**src/rtl/imem_arbiter.sv**
```systemverilog
// imem_arbiter
//   Shares a single-port, synchronous-read instruction RAM between the fetch
//   stage and the program loader/debug port.
//   BOOT: loader has exclusive access until boot_done is seen.
//   RUN : fetch has priority; a starvation counter forces the loader through
//         after STARVE_LIMIT consecutive fetch grants while load_req is held.
//   Each granted read is tagged so the RAM data returned one cycle later is
//   routed to its owner.
//
// Ports:
//   clk, reset                 rising-edge clock, async active-high reset
//   boot_done                  loader image complete (sampled in BOOT only)
//   fetch_req/addr/ready       fetch request, byte address, grant
//   fetch_valid/instr          fetch response (NOP when not valid)
//   load_req/we/addr/wdata     loader request, write enable, byte address, data
//   load_ready                 loader grant
//   load_valid/rdata           loader read response (0 when not valid)
//   mem_en/we/addr/wdata       RAM command (word address)
//   mem_rdata                  RAM read data, valid the cycle after a read
module imem_arbiter #(
    parameter int ADDR_W       = 10,
    parameter int STARVE_LIMIT = 4
) (
    input  logic              clk,
    input  logic              reset,
    input  logic              boot_done,
    input  logic              fetch_req,
    input  logic [31:0]       fetch_addr,
    output logic              fetch_ready,
    output logic              fetch_valid,
    output logic [31:0]       fetch_instr,
    input  logic              load_req,
    input  logic              load_we,
    input  logic [31:0]       load_addr,
    input  logic [31:0]       load_wdata,
    output logic              load_ready,
    output logic              load_valid,
    output logic [31:0]       load_rdata,
    output logic              mem_en,
    output logic              mem_we,
    output logic [ADDR_W-1:0] mem_addr,
    output logic [31:0]       mem_wdata,
    input  logic [31:0]       mem_rdata
);

    localparam int          CNT_W = $clog2(STARVE_LIMIT + 1);
    localparam logic [CNT_W-1:0] LIMIT = CNT_W'(STARVE_LIMIT);
    localparam logic [31:0] NOP   = 32'h0000_0013;

    typedef enum logic {
        ST_BOOT,
        ST_RUN
    } state_t;

    typedef enum logic [1:0] {
        TAG_NONE,
        TAG_FETCH,
        TAG_LOAD_RD
    } tag_t;

    state_t            state, state_nx;
    tag_t              resp_tag, tag_nx;
    logic [CNT_W-1:0]  starve_cnt, starve_nx;
    logic              fetch_grant, load_grant, starved;
    logic [ADDR_W-1:0] fetch_waddr, load_waddr;
    logic              unused_addr_bits;

    // Byte offset and bits above the RAM range are dropped.
    assign fetch_waddr = fetch_addr[ADDR_W+1:2];
    assign load_waddr  = load_addr[ADDR_W+1:2];
    assign unused_addr_bits = ^{fetch_addr[31:ADDR_W+2], fetch_addr[1:0],
                                load_addr[31:ADDR_W+2], load_addr[1:0]};

    assign starved = load_req && (starve_cnt == LIMIT);

    always_ff @(posedge clk or posedge reset) begin
        if (reset) begin
            state      <= ST_BOOT;
            resp_tag   <= TAG_NONE;
            starve_cnt <= '0;
        end else begin
            state      <= state_nx;
            resp_tag   <= tag_nx;
            starve_cnt <= starve_nx;
        end
    end

    always_comb begin
        state_nx    = state;
        starve_nx   = starve_cnt;
        tag_nx      = TAG_NONE;
        fetch_grant = 1'b0;
        load_grant  = 1'b0;
        case (state)
            ST_BOOT: begin
                load_grant = load_req;
                starve_nx  = '0;
                if (boot_done) state_nx = ST_RUN;
            end
            ST_RUN: begin
                if (fetch_req && !starved) fetch_grant = 1'b1;
                else if (load_req)         load_grant  = 1'b1;
                if (load_grant || !load_req)
                    starve_nx = '0;
                else if (fetch_grant && starve_cnt != LIMIT)
                    starve_nx = starve_cnt + CNT_W'(1);
            end
            default: state_nx = ST_BOOT;
        endcase
        // Writes produce no response, so they are recorded as NONE.
        if (fetch_grant)                 tag_nx = TAG_FETCH;
        else if (load_grant && !load_we) tag_nx = TAG_LOAD_RD;
    end

    assign fetch_ready = fetch_grant;
    assign load_ready  = load_grant;

    always_comb begin
        mem_en    = fetch_grant | load_grant;
        mem_we    = load_grant & load_we;
        mem_addr  = '0;
        mem_wdata = '0;
        if (fetch_grant)     mem_addr = fetch_waddr;
        else if (load_grant) mem_addr = load_waddr;
        if (fetch_grant || load_grant) mem_wdata = load_wdata;
    end

    assign fetch_valid = (resp_tag == TAG_FETCH);
    assign load_valid  = (resp_tag == TAG_LOAD_RD);
    assign fetch_instr = fetch_valid ? mem_rdata : NOP;
    assign load_rdata  = load_valid  ? mem_rdata : '0;

endmodule

```
**config.mk**
```make
export PLATFORM = sky130hd
export DESIGN_NAME = imem_arbiter
export DESIGN_NICKNAME = d
export VERILOG_FILES = /design/src/rtl/imem_arbiter.sv
export SDC_FILE = /design/constraint.sdc
export NUM_CORES = 1
export LEC_CHECK = 0
export CAP_MARGIN = 10
export CORE_AREA = 2 2 95 97
export CTS_BUF_LIST = sky130_fd_sc_hd__clkbuf_4 sky130_fd_sc_hd__clkbuf_8 sky130_fd_sc_hd__clkbuf_16
export CTS_CLUSTER_SIZE = 12
export DETAILED_ROUTE_END_ITERATION = 6
export DIE_AREA = 0 0 97 99
export GPL_TIMING_DRIVEN = 0
export MAX_ROUTING_LAYER = met4
export PLACE_DENSITY = 0.69
export SLEW_MARGIN = 20
export SYNTH_ARGS = -nofsm -noshare
export SYNTH_HDL_FRONTEND = slang
export SYNTH_SLANG_ARGS = --single-unit
export TNS_END_PERCENT = 30
```
**constraint.sdc**
```tcl
create_clock -name clk -period 2.1 [get_ports clk]
set_clock_uncertainty 0.15 [all_clocks]
set_input_delay 0.42 -clock clk [delete_from_list [all_inputs] [get_ports clk]]
set_output_delay 0.42 -clock clk [all_outputs]
set_load 0.01 [all_outputs]
```
==> results.toml <==
[timing]
slew_headroom_pct = 83.9
hold_viol_final = 0
fin_tns_setup_ns = -0.406
setup_viol = 20
final_period_minus_worst_setup_slack_ns = 2.15
tightest_slew_ns = 0.242
setup_ws_post_layout_ns = -0.0461
max_clock_freq_mhz = 466
fin_crit_sh_pct = 102
maxSlewViolCount = 0
unrepaired_setup_endpoints_after_global_routing = "yes"

[layout]
area_growth_from_synthesis_to_layout_pct = 218
stdcell_count = 482
postLayoutCoreUtil_pct = 39.5
layout.cells.most_common_list = "sky130_fd_sc_hd__clkdlybuf4s50_1 (87), sky130_fd_sc_hd__and2_1 (62), sky130_fd_sc_hd__nor2b_1 (30), sky130_fd_sc_hd__dlygate4sd2_1 (30), sky130_fd_sc_hd__clkbuf_2 (27)"
antenna-diode-count = 0
num-nets-final = 512
final_common_cell = "sky130_fd_sc_hd__clkdlybuf4s50_1"
drive_above_1_share_pct = 27.5
final_cell_area_um2 = 3380

[clock_tree]
worstSkewPairLatency_ns = 0.23
clk_root_buffer_cell = "sky130_fd_sc_hd__clkbuf_8"
cts_sinks = 6
number_of_buffers_inserted_during_clock_tree_synthesis = 3
cts_tree = "done"
max-clock-path-buffers = 2
clock_h_tree_levels = 1
cts.reportedPaths.clkPinSlew_ns = 0.04

[job]
cap_violations = 0

[route]
drc = 0
via_per_inst = 3.94
drt-total-wl_um = 6180
ant_nets = 0
first_iter_violations = 9
drt-pass1-iter-count = 3
num_vias = 1897
wl_per_cell_um = 12.8

[global_route]
grt_pass1_wl_um = 8780
initial_antenna_violation_count = 0
via_count_of_the_first_global_routing_pass = 1946
grt_start_max_net_pins = 11
grtUsageTotal_pct = 11.7
grt-ovfl-total = 0

[floorplan]
fp.dieH_um = 99
placeableCoreArea_um2 = 8550
die_w_um = 97
boundaryPins = 246
die_area_um2 = 9600
floorplan_row_count = 34
start_util_pct = 12.5

[setup_path]
worst_r2r_path_depth = 6
critPathMaxStageDelay_ns = 0.39
critical-path-slowest-cell = "sky130_fd_sc_hd__dfrtp_1"
endpoint_kind = "output port"
cpLargestDelayFamily = "buffers and inverters"
worstPathBufferInverterCount = 4
worstSetupStartpointType = "flop"
setup.worst_path.start = "starve_cnt[1]"
critical_path.reg2reg.startpoint = "starve_cnt[1]"
data_arrival_critical_path_ns = 1.58
crit_top_cell = "sky130_fd_sc_hd__buf_6"
crit_path_cell_trace = "inv_2 -> ha_4 -> a31oi_4 -> buf_6 -> buf_6 -> a22o_1 -> buf_2"
required_worst_endpoint_ns = 1.53
path_max_fanout = 7
critical_path_class = "flop to output port"
regToRegEndpoint = "starve_cnt[2]"
worst-r2r-setup-slack_ns = 0.66

[synth]
synth_cells = 146
nets_in_the_synthesized_netlist = 282
synth_top_area_share_pct = 36.4
dominantRegCellSynth = "sky130_fd_sc_hd__dfrtp_1"
syn-cell-area_um2 = 1060
synth_area_leader_cell = "sky130_fd_sc_hd__and2_1"
portion_of_the_post_synthesis_area_used_by_sequential_elements_pct = 14.1
asyncSetResetFlopFracSynth_pct = 100
synthesized_flop_and_latch_total = 6
number_of_synthesized_flops_with_an_enable_pin = 0
ys_top_cells_by_area = "sky130_fd_sc_hd__and2_1 (36%), sky130_fd_sc_hd__nor2b_1 (19%), sky130_fd_sc_hd__dfrtp_1 (14%)"
yosys_warnings = 0
syn_avg_cell_area_um2 = 7.29
synth_cell_type_count = 21

[pwr]
vdd_drop_max_mv = 0.175
power-per-cell-area_nw_per_um2 = 257
leakage_power_nw = 1.97

[outcome]
outcome = "complete, but fails checks"
failed_checks = "negative setup slack"

[place]
dpl-instance-area_um2 = 3210
port_buffers = 201
place_inst = 455
gp_congestion = 0.908
hpwlAfterDp_um = 5190

[worst_hold_path]
hold_path_class = "input pin to async pin"
layout make-up:
type                            count  area, um2
Fill cell                         875       5170
Timing Repair Buffer              225       2020
Multi-Input combinational cell    125        886
Sequential cell                     6        150
Tap cell                          108        135
Buffer                             11        129
Clock buffer                        3       41.3
Inverter                            4       15.0
flip-flops by register name, summed over array words and instances, names as in the netlist:
signal and cells:
starve_cnt 3, resp_tag 2, state 1
stage by stage:
step / setup WS, ns / hold WS [ns] / power (mW)
after floorplan: 0.322 / 0.0610 / 0.301
after global placement: -0.652 / 0.323 / 0.702
after detailed placement: -0.677 / 0.334 / 0.708
after CTS: -0.247 / 0.346 / 0.876
after global routing: -0.133 / 0.337 / 0.920
final: -0.0461 / 0.307 / 0.869
power by group:
group	switching [mW]	internal, mW
sequential	0.00324	0.120
clock	0.0516	0.123
combinational	0.207	0.363
how the worst max path moves through the flow:
stage	end	slack (ns)	cells after the start
after floorplan	mem_we	0.32	6
after global placement	mem_wdata[26]	-0.65	6
after detailed placement	mem_addr[7]	-0.68	5
after CTS	fetch_instr[9]	-0.25	4
after global routing	mem_addr[2]	-0.13	8
final	mem_addr[7]	-0.05	7
per-layer routing:
| layer | vias up | track usage (%) | part of all wire [%] |
|---|---|---|---|
| li1 | 919 | - | - |
| met1 | 818 | 10.8 | 35 |
| met2 | 150 | 23.5 | 54 |
| met3 | 10 | 2.55 | 9.6 |
| met4 | 0 | 4.23 | 2.0 |
| met5 | - | - | 0 |
cells in the mapped netlist, types with 2 or more instances:
library cell               number
sky130_fd_sc_hd__and3_1         3
sky130_fd_sc_hd__inv_1          4
sky130_fd_sc_hd__and2_1        62
sky130_fd_sc_hd__clkbuf_1       4
sky130_fd_sc_hd__nand2b_1       3
sky130_fd_sc_hd__buf_6          2
sky130_fd_sc_hd__nand2_1        2
sky130_fd_sc_hd__and2b_1        2
sky130_fd_sc_hd__buf_2          5
sky130_fd_sc_hd__ha_1           2
sky130_fd_sc_hd__nor2b_1       33
sky130_fd_sc_hd__dfrtp_1        6
sky130_fd_sc_hd__a22o_1        10
logic make-up (layout without fill, tap and decap cells):
group,count (synthesis),after routing,synth area share [%]
mux,1,1,1.06
fa+ha+maj,2,2,2.35
compound gates,13,13,11.0
simple gates,109,109,64.2
flops,6,6,14.1
buf+inv,15,243,7.28
timing repair:
action | CTS | global route
cloned | 3 | 0
buffers inserted | 15 | 6
hold buffers | 0 | 0
pin swaps | 10 | 2
hold endpoints to repair | 0 | 0
endpoints found under the setup margin | 111 | 76
gates resized for setup | 202 | 87
Power figures use the tool's default switching activity.
